### src/rtl/prs_pkg.sv
// prs_pkg -- shared definitions for the PRS burst controller.
//   PRS_INIT_DEFAULT : LFSR seed after reset, also used in place of an all-zero seed
//   PRS_TAP_MASK     : feedback taps s[31], s[30], s[29], s[27], s[25], s[0]
//   prs_state_e      : burst FSM state encoding
//   prs_feedback()   : XOR of the tapped state bits (the next generated bit)
package prs_pkg;

  localparam logic [31:0] PRS_INIT_DEFAULT = 32'h974C_A351;
  localparam logic [31:0] PRS_TAP_MASK     = 32'hEA00_0001;

  typedef enum logic [2:0] {
    ST_IDLE = 3'd0,
    ST_LOAD = 3'd1,
    ST_GEN  = 3'd2,
    ST_HOLD = 3'd3,
    ST_DONE = 3'd4
  } prs_state_e;

  function automatic logic prs_feedback(input logic [31:0] s);
    return ^(s & PRS_TAP_MASK);
  endfunction

endpackage

### src/rtl/prs_lfsr.sv
// prs_lfsr -- 32-bit Fibonacci LFSR with step enable and synchronous load.
// Ports:
//   clk, rst_n   : clock, asynchronous active-low reset (state -> INIT_REG)
//   step_i       : advance one step: s <= {fb, s[31:1]}
//   load_i       : load load_val_i (takes priority over step_i)
//   load_val_i   : value to load
//   fb_o         : feedback bit of the current state (the bit the next step shifts in)
module prs_lfsr
  import prs_pkg::*;
#(
  parameter logic [31:0] INIT_REG = PRS_INIT_DEFAULT
) (
  input  logic        clk,
  input  logic        rst_n,
  input  logic        step_i,
  input  logic        load_i,
  input  logic [31:0] load_val_i,
  output logic        fb_o
);

  logic [31:0] state_q;
  logic [31:0] state_d;

  assign fb_o = prs_feedback(state_q);

  always_comb begin
    state_d = state_q;
    if (load_i) begin
      state_d = load_val_i;
    end else if (step_i) begin
      state_d = {fb_o, state_q[31:1]};
    end
  end

  always_ff @(posedge clk or negedge rst_n) begin
    if (!rst_n) begin
      state_q <= INIT_REG;
    end else begin
      state_q <= state_d;
    end
  end

endmodule

### src/rtl/prs_burst_ctrl.sv
// prs_burst_ctrl -- pseudo-random byte burst generator with valid/ready output.
// A burst of len bytes is requested with start (in IDLE). Each byte is built from
// 8 consecutive LFSR feedback bits (first bit in bit 0) over 8 GEN cycles, then
// held in HOLD until the sink accepts it.
// Ports:
//   clk, rst_n          : clock, asynchronous active-low reset
//   start, len          : burst request and length in bytes (len==0 -> immediate done)
//   seed_ld, seed       : optional per-burst seed, captured with start
//   abort               : drop the burst (LOAD/GEN/HOLD), no done pulse
//   out_data, out_valid : generated byte and its valid flag
//   out_ready           : sink accept; a transfer is out_valid & out_ready
//   busy                : high in LOAD, GEN and HOLD
//   done                : one-cycle pulse at normal burst completion
//   bytes_left          : bytes of the current burst not yet transferred
// Build option: define PRS_BURST_CTRL_SEED_LOAD_EN to honour seed_ld/seed; without it
// the seed ports are ignored and the LFSR runs on across bursts from its reset value.
module prs_burst_ctrl
  import prs_pkg::*;
#(
  parameter logic [31:0] INIT_REG = PRS_INIT_DEFAULT,
  parameter int          LEN_W    = 16
) (
  input  logic             clk,
  input  logic             rst_n,
  input  logic             start,
  input  logic [LEN_W-1:0] len,
  input  logic             seed_ld,
  input  logic [31:0]      seed,
  input  logic             abort,
  output logic [7:0]       out_data,
  output logic             out_valid,
  input  logic             out_ready,
  output logic             busy,
  output logic             done,
  output logic [LEN_W-1:0] bytes_left
);

  prs_state_e       state_q, state_d;
  logic [2:0]       bit_cnt_q, bit_cnt_d;
  logic [7:0]       data_q, data_d;
  logic [LEN_W-1:0] left_q, left_d;

  logic        lfsr_step;
  logic        lfsr_load;
  logic [31:0] lfsr_load_val;
  logic        lfsr_fb;
  logic        xfer;

  assign out_valid  = (state_q == ST_HOLD);
  assign busy       = (state_q == ST_LOAD) || (state_q == ST_GEN) || (state_q == ST_HOLD);
  assign done       = (state_q == ST_DONE);
  assign out_data   = data_q;
  assign bytes_left = left_q;
  assign xfer       = out_valid & out_ready;

  // An abort edge leaves the LFSR exactly where it was, so a later burst
  // without a seed load continues from the last bit actually generated.
  assign lfsr_step = (state_q == ST_GEN) && !abort;

`ifdef PRS_BURST_CTRL_SEED_LOAD_EN
  logic        seed_ld_q, seed_ld_d;
  logic [31:0] seed_q, seed_d;

  always_comb begin
    seed_ld_d = seed_ld_q;
    seed_d    = seed_q;
    if ((state_q == ST_IDLE) && start && (len != '0)) begin
      seed_ld_d = seed_ld;
      seed_d    = seed;
    end
  end

  always_ff @(posedge clk or negedge rst_n) begin
    if (!rst_n) begin
      seed_ld_q <= 1'b0;
      seed_q    <= 32'd0;
    end else begin
      seed_ld_q <= seed_ld_d;
      seed_q    <= seed_d;
    end
  end

  assign lfsr_load     = (state_q == ST_LOAD) && seed_ld_q && !abort;
  // An all-zero seed would lock the LFSR up, so substitute the reset seed.
  assign lfsr_load_val = (seed_q == 32'd0) ? INIT_REG : seed_q;
`else
  logic unused_seed;
  assign unused_seed   = ^{seed_ld, seed};
  assign lfsr_load     = 1'b0;
  assign lfsr_load_val = INIT_REG;
`endif

  prs_lfsr #(
    .INIT_REG (INIT_REG)
  ) u_lfsr (
    .clk        (clk),
    .rst_n      (rst_n),
    .step_i     (lfsr_step),
    .load_i     (lfsr_load),
    .load_val_i (lfsr_load_val),
    .fb_o       (lfsr_fb)
  );

  always_comb begin
    state_d   = state_q;
    bit_cnt_d = bit_cnt_q;
    data_d    = data_q;
    left_d    = left_q;
    case (state_q)
      ST_IDLE: begin
        if (start) begin
          if (len != '0) begin
            left_d  = len;
            state_d = ST_LOAD;
          end else begin
            state_d = ST_DONE;
          end
        end
      end
      ST_LOAD: begin
        if (abort) begin
          left_d  = '0;
          state_d = ST_IDLE;
        end else begin
          bit_cnt_d = 3'd0;
          state_d   = ST_GEN;
        end
      end
      ST_GEN: begin
        if (abort) begin
          left_d  = '0;
          state_d = ST_IDLE;
        end else begin
          // Shifting right for 8 cycles leaves the first bit in bit 0.
          data_d    = {lfsr_fb, data_q[7:1]};
          bit_cnt_d = bit_cnt_q + 3'd1;
          if (bit_cnt_q == 3'd7) begin
            state_d = ST_HOLD;
          end
        end
      end
      ST_HOLD: begin
        if (abort) begin
          // A transfer on the abort edge still counts as delivered;
          // the remaining count is dropped either way.
          left_d  = '0;
          state_d = ST_IDLE;
        end else if (xfer) begin
          left_d  = left_q - LEN_W'(1);
          state_d = (left_q == LEN_W'(1)) ? ST_DONE : ST_GEN;
        end
      end
      ST_DONE: begin
        state_d = ST_IDLE;
      end
      default: begin
        state_d = ST_IDLE;
      end
    endcase
  end

  always_ff @(posedge clk or negedge rst_n) begin
    if (!rst_n) begin
      state_q   <= ST_IDLE;
      bit_cnt_q <= 3'd0;
      data_q    <= 8'd0;
      left_q    <= '0;
    end else begin
      state_q   <= state_d;
      bit_cnt_q <= bit_cnt_d;
      data_q    <= data_d;
      left_q    <= left_d;
    end
  end

endmodule
### config.mk
export PLATFORM = sky130hd
export DESIGN_NAME = prs_burst_ctrl
export DESIGN_NICKNAME = d
export VERILOG_FILES = /design/src/rtl/prs_pkg.sv /design/src/rtl/prs_lfsr.sv /design/src/rtl/prs_burst_ctrl.sv
export SDC_FILE = /design/constraint.sdc
export NUM_CORES = 1
export LEC_CHECK = 0
export BUFFER_PORTS_ARGS = -buffer_cell sky130_fd_sc_hd__buf_2
export CORE_ASPECT_RATIO = 0.9
export CORE_UTILIZATION = 25
export CTS_CLUSTER_DIAMETER = 30
export CTS_CLUSTER_SIZE = 30
export DETAILED_ROUTE_END_ITERATION = 8
export GPL_TIMING_DRIVEN = 0
export SETUP_SLACK_MARGIN = 0.05
export SLEW_MARGIN = 10
export SYNTH_ARGS = -nofsm -noshare
export SYNTH_HDL_FRONTEND = slang
export SYNTH_SLANG_ARGS = --single-unit
### constraint.sdc
create_clock -name clk -period 3.2 [get_ports clk]
set_clock_uncertainty 0.1 [all_clocks]
set_input_delay 0.64 -clock clk [delete_from_list [all_inputs] [get_ports clk]]
set_output_delay 0.64 -clock clk [all_outputs]
set_load 0.05 [all_outputs]
==> run summary, run 1 <==
drt first pass iters -> 5
reg2reg start -> state_q[2]
Cell Count, Final, Fillers Out -> 482
crit path from -> state_q[0]
number of port buffers -> 47
Max-Cap Viols -> 0
Clock Power Share -> 0.238
drt drc -> 0
Final Hold Fails -> 0
gr ovfl total -> 0
Logic pwr share -> 0.442
Reg power frac -> 0.321
maximum clock path buffer count -> 2
Worst-Margin Slew -> 767.5 ps
Final WS setup -> 316.8 ps
P_int -> 0.002095 W
finished layout cell area -> 3742 sq um
Fin Hold WS -> 280.2 ps
total wire length -> 6.600 mm
CP endpoint -> busy
post-synthesis cell type count -> 45
Syn Std Cell Area -> 3025 sq um
f_max -> 346.8 MHz
CP max FO -> 10
vias in the first global route -> 2,182
Max VDD drop -> 0.0008149 V
largest net degree at the start of global routing -> 63
most common cell after layout, fill and taps aside -> buf_2
Die Width -> 118.0 microns
detailed-route vias per instance -> 4.716
Setup Buffers After CTS -> 0
Inserted Diodes -> 0
Net Sw Frac -> 0.4461
cts repair resizes -> 0
Detailed Place HPWL -> 4.795 mm
initial antenna violation count -> 0
Syn Nets -> 321
final setup TNS -> 0 ps
clock latency at the later pin of the worst-skew pair -> 330 ps
clk sinks -> 62
Cells after DPL -> 466
Worst Setup Path Type -> reg2out
number of synthesized flops with an enable pin -> 0
Main synth FF type -> dfrtp_1
Synth async-reset ratio -> 1.000
# nets final -> 379
register area share after synthesis -> 0.5190
share of layout cells above drive strength 1 -> 0.4172
site row count -> 37
cell count after synthesis -> 263
CTS tree -> built
reg2reg end -> u_lfsr.state_q[1]
io pins -> 81
clk root buf -> clkbuf_16
RSZ-0062 raised after global routing -> false
Static Leak -> 1.673 nW
WL/cell -> 13.69 microns
# setup viols final -> 0
cts bufs inserted -> 9
Initial Utilization -> 0.2604
PwrDens -> 1011 nW/um^2
vias -> 2,273
DP Area -> 3458 sq um
core area -> 11,620 sq um
DRT iter0 DRCs -> 189
setup slack, reg-to-reg -> 1020 ps
crit end category -> output pin
Synth Register Bits -> 62
# hold bufs at CTS -> 0
CP required -> 2460 ps
Max-slew headroom -> 0.4883
H-tree levels -> 3
Final Max Slew Viols -> 0
WP data arrival -> 2140 ps
Reg2Reg Depth -> 4
Mapped Avg Cell Area -> 11.50 sq um
Yosys warnings -> 0
most frequent cells in the layout -> buf_2 (53), dfrtp_1 (47), mux2_2 (39)
Startpoint Class -> register
post-route ant nets -> 0
part of the cycle the worst path needs -> 0.9010
Die Ht -> 106.4 microns
run status -> completed
clock-pin slew on the worst setup and hold paths -> 50 ps
GRT Util Overall -> 0.1097
Die ar. -> 12,550 sq um
switching pwr -> 0.001687 W
HP Class -> in2async
crit path time final -> 2883 ps
first-pass GRT wire length -> 10.92 mm
Placer Congestion -> 0.9009
pre-CTS WS -> 665.6 ps
Layout area overhead -> 23.70%
-- sequential cells by signal (all words and copies together) (netlist names) --
| name | count |
|---|---|
| state_q | 3 |
| out_data | 8 |
| bytes_left | 16 |
| u_lfsr.state_q | 32 |
| bit_cnt_q | 3 |
-- routing by layer --
metal / wire (microns) / part of all wire / GRT usage / vias up
li1: - / - / - / 1078
met1: 3165 / 0.48 / 0.1479 / 1100
met2: 2906 / 0.44 / 0.1626 / 86
met3: 436 / 0.066 / 0.03273 / 9
met4: 93 / 0.014 / 0.04579 / 0
met5: 0 / 0 / 0 / -
-- Yosys cell counts, types with 4 or more instances --
library cell | number | area (sq um)
inv_1 | 6 | 22.52
nand2_1 | 11 | 41.29
xnor2_1 | 5 | 43.79
ha_1 | 4 | 50.05
a21oi_1 | 16 | 80.08
mux2_2 | 39 | 439.2
dfrtp_1 | 47 | 1176
nor4_1 | 7 | 43.79
dfstp_2 | 15 | 394.1
a22o_1 | 5 | 43.79
nor3_1 | 12 | 60.06
nor2_1 | 16 | 60.06
clkbuf_1 | 5 | 18.77
buf_2 | 7 | 35.03
o21ai_0 | 21 | 105.1
a22oi_1 | 5 | 37.54
-- worst max-delay path, cell delays in order, from the launching register on --
cell,delay [ps]
dfrtp_1,350
buf_2,170
or2_1,230
buf_6,140
nand2_1,240
clkbuf_1,400
inv_1,70
buf_2,220
-- cell families (layout without fill, tap and decap cells) --
logic type               Yosys count  after routing  share of synthesized area
AO/OA/AOI/OAI                     65             65                     0.1419
AND/OR/NAND/NOR                   65             65                     0.1191
flip-flops                        62             62                     0.5190
multiplexers                      40             40                     0.1501
buffers and inverters             22             85                    0.03887
XOR/XNOR                           5              5                    0.01447
adder cells (fa/ha/maj)            4              4                    0.01654
-- worst min-delay path by stage --
| stage | endpoint | slack [ps] | depth (start not counted) | startpoint |
|---|---|---|---|---|
| finish | bytes_left[14] | 280 | 1 | rst_n |
| global route | bytes_left[14] | 340 | 1 | rst_n |
| CTS | bytes_left[14] | 320 | 1 | rst_n |
| detailed placement | u_lfsr.state_q[17] | 390 | 1 | u_lfsr.state_q[17] |
| global placement | u_lfsr.state_q[19] | 380 | 1 | u_lfsr.state_q[20] |
| floorplan | bit_cnt_q[0] | 240 | 0 | rst_n |
-- metrics by stage --
stage | total power, W | utilization
final | 0.003782 | 0.3221
after global routing | 0.003997 | 0.3221
after CTS | 0.003807 | 0.3221
after detailed placement | 0.002887 | 0.2976
after global placement | 0.002868 | 0.2974
after floorplan | 0.002468 | -
-- final cells by class --
| class | instances | area (sq um) |
|---|---|---|
| flip-flops and latches | 62 | 1570 |
| clock inverters | 6 | 45.04 |
| plain buffers | 16 | 95.09 |
| repair buffers | 47 | 237.7 |
| well taps | 156 | 195.2 |
| clock buffers | 10 | 239.0 |
| inverters | 6 | 22.52 |
| multi-input cells | 179 | 1338 |
| fillers | 1175 | 7878 |
-- power groups by stage --
stage          logic, W  registers (W)  clock network, W
6_report        0.00167        0.00121          0.000899
4_1_cts         0.00167        0.00121          0.000929
3_3_place_gp    0.00165        0.00121                 0
3_5_place_dp    0.00167        0.00122                 0
2_1_floorplan  0.000832        0.00164                 0
5_1_grt         0.00179        0.00124          0.000963
Note: power is estimated with default switching activity, not from simulation.
==> run 2, diff against run 1 <==
CELL_PAD_IN_SITES_DETAIL_PLACEMENT = 1   (was default)
CELL_PAD_IN_SITES_GLOBAL_PLACEMENT = 1   (was default)
PLACE_DENSITY_LB_ADDON = 0.1   (was default)
==> run 2 against run 1 <==
  * Die area stayed put
  * Combinational power rose by 3%
  * Cell count rose by 0.21%
  * Setup slack worse by 84 ps
  * Flip-flop and latch count unchanged
  * Total power grew 7.7%
  * Clock power is 27% higher
==> run summary, run 2 (synthesis gave the netlist of run 1 again) <==
CP endpoint -> busy (unchanged)
run status -> completed (unchanged)
Static Leak -> 1.727 nW (was 1.673 nW)
clk sinks -> 62 (unchanged)
vias -> 2,276 (was 2,273)
clock-pin slew on the worst setup and hold paths -> 60 ps (was 50 ps)
core area -> 11,620 sq um (unchanged)
Setup Buffers After CTS -> 0 (unchanged)
# setup viols final -> 0 (unchanged)
setup slack, reg-to-reg -> 910 ps (was 1020 ps)
total wire length -> 8.157 mm (was 6.600 mm)
CTS tree -> built (unchanged)
crit-path cells -> buf_2 > or2_1 > buf_6 > nand2_1 > clkbuf_1 > inv_1 > buf_2 (unchanged)
drt first pass iters -> 4 (was 5)
Layout area overhead -> 26.72% (was 23.70%)
Worst path max stage delay -> 420 ps (was 400 ps)
post-route ant nets -> 0 (unchanged)
Placer Congestion -> 0.7514 (was 0.9009)
first-pass GRT wire length -> 13.40 mm (was 10.92 mm)
crit path time final -> 2968 ps (was 2883 ps)
Max VDD drop -> 0.0004002 V (was 0.0008149 V)
cts bufs inserted -> 9 (unchanged)
Critical-path top delay cell -> clkbuf_1 (unchanged)
Max-Cap Viols -> 0 (unchanged)
reg2reg start -> state_q[2] (unchanged)
Initial Utilization -> 0.2604 (unchanged)
most repeated library cell on the critical path -> buf_2 (unchanged)
Bufs and invs on worst path -> 5 (unchanged)
reg2reg end -> out_data[1] (was u_lfsr.state_q[1])
clock latency at the later pin of the worst-skew pair -> 330 ps (about the same)
GRT Util Overall -> 0.1397 (was 0.1097)
WP data arrival -> 2230 ps (was 2140 ps)
Max-slew headroom -> 0.4819 (was 0.4883)
most common cell after layout, fill and taps aside -> buf_2 (unchanged)
Top delay family on crit path -> buffers and inverters (unchanged)
detailed-route vias per instance -> 4.712 (was 4.716)
crit end category -> output pin (unchanged)
final setup TNS -> 0 ps (unchanged)
io pins -> 81 (unchanged)
drt drc -> 0 (unchanged)
Biggest register -> u_lfsr.state_q (unchanged)
crit path from -> state_q[0] (unchanged)
Die Width -> 118.0 microns (unchanged)
Final Max Slew Viols -> 0 (unchanged)
clk root buf -> clkbuf_16 (unchanged)
WL/cell -> 16.89 microns (was 13.69 microns)
initial antenna violation count -> 0 (unchanged)
CP required -> 2460 ps (about the same)
maximum clock path buffer count -> 2 (unchanged)
DRT iter0 DRCs -> 69 (was 189)
Die ar. -> 12,550 sq um (unchanged)
most frequent cells in the layout -> buf_2 (53), dfrtp_1 (47), mux2_2 (39) (unchanged)
Startpoint Class -> register (unchanged)
share of layout cells above drive strength 1 -> 0.4190 (was 0.4172)
Detailed Place HPWL -> 5.775 mm (was 4.795 mm)
max FFs per register -> 32 (unchanged)
number of port buffers -> 47 (unchanged)
Pwr Total -> 0.004073 W (was 0.003782 W)
part of the cycle the worst path needs -> 0.9274 (was 0.9010)
Inserted Diodes -> 0 (unchanged)
Fillers -> 1,296 (was 1,175)
gr ovfl total -> 0 (unchanged)
PwrDens -> 1062 nW/um^2 (was 1011 nW/um^2)
site row count -> 37 (unchanged)
largest net degree at the start of global routing -> 54 (was 63)
H-tree levels -> 3 (unchanged)
RSZ-0062 raised after global routing -> false (unchanged)
CP Depth -> 7 (unchanged)
vias in the first global route -> 2,425 (was 2,182)
# nets final -> 380 (was 379)
f_max -> 337.0 MHz (was 346.8 MHz)
Die Ht -> 106.4 microns (unchanged)
Reg2Reg Depth -> 4 (unchanged)
cts repair resizes -> 0 (unchanged)
Worst Setup Path Type -> reg2out (unchanged)
Worst-Margin Slew -> 775.1 ps (was 767.5 ps)
HP Class -> in2async (unchanged)
Final Hold Fails -> 0 (unchanged)
# hold bufs at CTS -> 0 (unchanged)
CP max FO -> 10 (unchanged)
==> run 2: cell types whose count changed in the layout (fill, tap and decap cells not counted), sizes merged <==
cell,previous run,this run
buf,58,59
bufinv,0,3
clkinv,1,3
clkinvlp,3,0
inv,8,6
==> run 2: area by class of cell <==
cell class,instances,area (sq um),share of cell area
buffer,16,95.09,0.02480
sequential,62,1570,0.4096
tap,156,195.2,0.05091
clock inverter,6,108.9,0.02839
multi-input combinational,179,1338,0.3489
clock buffer,10,239.0,0.06234
inverter,6,22.52,0.005875
timing repair buffer,48,265.3,0.06919
==> run 2: routing by layer <==
layer / wire, microns / track usage
met5: 0 / 0
met1: 4289 / 0.2012
met4: 129 / 0.05495
met2: 3422 / 0.1979
met3: 316 / 0.03487
==> run 2: where the power goes <==
group / leakage, nW / switching, W / total [W] / internal (W)
combinational: 0.781 / 0.00117 / 0.00172 / 0.000546
sequential: 0.773 / 0.000211 / 0.00122 / 0.00101
clock: 0.172 / 0.000356 / 0.00114 / 0.000780
total: 1.73 / 0.00174 / 0.00407 / 0.00233
==> run 2: how the worst min path moves through the flow <==
stage,startpoint,endpoint,slack [ps]
2_1_floorplan,rst_n,bit_cnt_q[0],240
5_1_grt,rst_n,out_data[3],50
4_1_cts,rst_n,out_data[3],40
6_report,rst_n,out_data[3],50
3_5_place_dp,rst_n,out_data[3],390
3_3_place_gp,u_lfsr.state_q[12],u_lfsr.state_q[12],390
==> run 2: stage by stage <==
stage / util / hold slack [ps] / area (sq um) / worst slack, ps / instances
floorplan: - / 244.4 / 3025 / 893.7 / 263
detailed placement: 0.3000 / 392.3 / 3486 / 530.6 / 467
CTS: 0.3299 / 39.95 / 3834 / 208.1 / 483
global placement: 0.2974 / 385.0 / 3456 / 480.8 / 466
global route: 0.3299 / 45.88 / 3834 / 105.1 / 483
finish: 0.3299 / 45.40 / 3834 / 232.3 / 483
==> run 2: worst reg2reg max path, cell delays in order, from the launching register on <==
cell and delay (ps):
dfrtp_1 350, clkbuf_1 210, nor4b_2 740, buf_2 410
mux2_2 370
==> run 3, diff against run 2 <==
clock period = 2.7 ns   (was 3.2 ns; I/O delays follow)
==> run 3 against run 2 <==
  * Die area did not move
  * Setup slack got worse by 95 ps
  * Sequential power is 18% higher
  * Flip-flop and latch count unchanged
  * Largest cell class unchanged
==> run summary, run 3 (synthesis gave the netlist of run 1 again) <==
run status -> completed (unchanged)
vias -> 2,278 (was 2,276)
Startpoint Class -> register (unchanged)
gr ovfl total -> 0 (unchanged)
clock-pin slew on the worst setup and hold paths -> 60 ps (about the same)
Final WS setup -> 137.3 ps (was 232.3 ps)
Reg2Reg Depth -> 3 (was 4)
share of layout cells above drive strength 1 -> 0.4251 (was 0.4190)
CP required -> 2060 ps (was 2460 ps)
drt first pass iters -> 4 (unchanged)
drt drc -> 0 (unchanged)
DRT iter0 DRCs -> 98 (was 69)
max FFs per register -> 32 (unchanged)
io pins -> 81 (unchanged)
HP Class -> in2reg (was in2async)
Hold EP -> state_q[0]
H-tree levels -> 3 (unchanged)
maximum clock path buffer count -> 2 (unchanged)
Logic pwr share -> 0.423 (was 0.422)
WP data arrival -> 1920 ps (was 2230 ps)
Final Max Slew Viols -> 0 (unchanged)
Placer Congestion -> 0.7514 (unchanged)
Worst Setup Path Type -> reg2out (unchanged)
Max VDD drop -> 0.0004750 V (was 0.0004002 V)
clk root buf -> clkbuf_16 (unchanged)
first-pass GRT wire length -> 13.43 mm (was 13.40 mm)
Fin Hold WS -> 346.2 ps (was 45.40 ps)
post-layout util -> 0.3310 (was 0.3299)
Biggest register -> u_lfsr.state_q (unchanged)
P_int -> 0.002773 W (was 0.002332 W)
final setup TNS -> 0 ps (unchanged)
setup slack, reg-to-reg -> 500 ps (was 910 ps)
Layout area overhead -> 27.13% (was 26.72%)
Clock Power Share -> 0.279 (about the same)
vias in the first global route -> 2,431 (was 2,425)
most common cell after layout, fill and taps aside -> buf_2 (unchanged)
switching pwr -> 0.002063 W (was 0.001741 W)
most frequent cells in the layout -> buf_2 (53), dfrtp_1 (47), mux2_2 (39) (unchanged)
Setup Buffers After CTS -> 0 (unchanged)
clk sinks -> 62 (unchanged)
detailed-route vias per instance -> 4.716 (was 4.712)
reg2reg start -> state_q[2] (unchanged)
DP Area -> 3486 sq um (unchanged)
Max-Cap Viols -> 0 (unchanged)
CTS tree -> built (unchanged)
total wire length -> 8.118 mm (was 8.157 mm)
part of the cycle the worst path needs -> 0.9492
largest net degree at the start of global routing -> 54 (unchanged)
site row count -> 37 (unchanged)
initial antenna violation count -> 0 (unchanged)
# setup viols final -> 0 (unchanged)
number of port buffers -> 47 (unchanged)
Static Leak -> 1.733 nW (was 1.727 nW)
post-route ant nets -> 0 (unchanged)
CP max FO -> 10 (unchanged)
Final Hold Fails -> 0 (unchanged)
PwrDens -> 1257 nW/um^2 (was 1062 nW/um^2)
Die Width -> 118.0 microns (unchanged)
RSZ-0062 raised after global routing -> false (unchanged)
GRT Util Overall -> 0.1399 (was 0.1397)
f_max -> 390.2 MHz
Inserted Diodes -> 0 (unchanged)
cts bufs inserted -> 9 (unchanged)
WL/cell -> 16.81 microns (was 16.89 microns)
Die ar. -> 12,550 sq um (unchanged)
crit end category -> output pin (unchanged)
hold depth -> 2
clock latency at the later pin of the worst-skew pair -> 330 ps (about the same)
reg2reg end -> out_data[1] (unchanged)
min-delay src -> out_ready
Fillers -> 1,296 (unchanged)
pre-CTS WS -> 130.6 ps (was 530.6 ps)
Die Ht -> 106.4 microns (unchanged)
Max-slew headroom -> 0.4826 (was 0.4819)
crit path time final -> 2563 ps
# nets final -> 380 (unchanged)
Worst-Margin Slew -> 774.1 ps (was 775.1 ps)
Net Sw Frac -> 0.4266 (was 0.4275)
core area -> 11,620 sq um (unchanged)
Detailed Place HPWL -> 5.775 mm (unchanged)
Reg power frac -> 0.298 (was 0.299)
finished layout cell area -> 3846 sq um (was 3834 sq um)
Initial Utilization -> 0.2604 (unchanged)
## run 3: changes by cell type in the layout (fill, tap and decap cells not counted)
cell | previous run | this run
clkbuf_4 | 0 | 1
nand2_1 | 11 | 10
dlygate4sd3_1 | 0 | 1
nand2_2 | 0 | 1
clkbuf_1 | 5 | 3
## run 3: what timing repair did
item,CTS,global route
hold buffers,1,0
gates resized for setup,2,2
hold endpoints to repair,7,0
setup endpoints to repair,1,1
cloned,0,0
## run 3: layer usage
metal	vias to the layer above	part of all wire	global-route usage
met3	9	0.039	0.03487
met1	1144	0.52	0.2015
met5	-	0	0
met4	0	0.016	0.05495
met2	39	0.43	0.1983
li1	1086	-	-
## run 3: per-stage QoR
stage	power (W)	instances
5_1_grt	0.005108	483
2_1_floorplan	0.002925	263
6_report	0.004835	483
4_1_cts	0.004885	484
3_3_place_gp	0.003487	466
3_5_place_dp	0.003501	467
## run 3: worst max path at each step
stage               slack (ps)  cells after the start        from            end
detailed placement         130                      6     len[11]  bytes_left[4]
finish                     140                      7  state_q[0]           busy
global route                60                      7  state_q[0]           busy
global placement            80                      6     len[11]  bytes_left[4]
CTS                         80                      7  state_q[0]           busy
floorplan                  490                      6  state_q[0]           busy
## run 3: worst max-delay path, cell delays in order, from the launching register on
cell      delay, ps
dfrtp_1         350
buf_2           170
or2_1           230
buf_6           140
nand2_2         190
clkbuf_4        260
inv_1            50
buf_2           200
## run 3: cell type report
type	instances	area, sq um	area share
Buffer	15	95.09	0.02472
Clock buffer	10	239.0	0.06213
Clock inverter	6	108.9	0.02830
Inverter	6	22.52	0.005856
Multi-Input combinational cell	179	1340	0.3484
Sequential cell	62	1570	0.4083
Tap cell	156	195.2	0.05075
Timing Repair Buffer	49	275.3	0.07157
## run 3: power by group through the flow
stage,Sequential (W),Combinational [W],Clock (W)
6_report,0.00144,0.00205,0.00135
3_3_place_gp,0.00145,0.00203,0
2_1_floorplan,0.00194,0.000986,0
3_5_place_dp,0.00146,0.00204,0
5_1_grt,0.00148,0.00221,0.00141
4_1_cts,0.00145,0.00206,0.00138
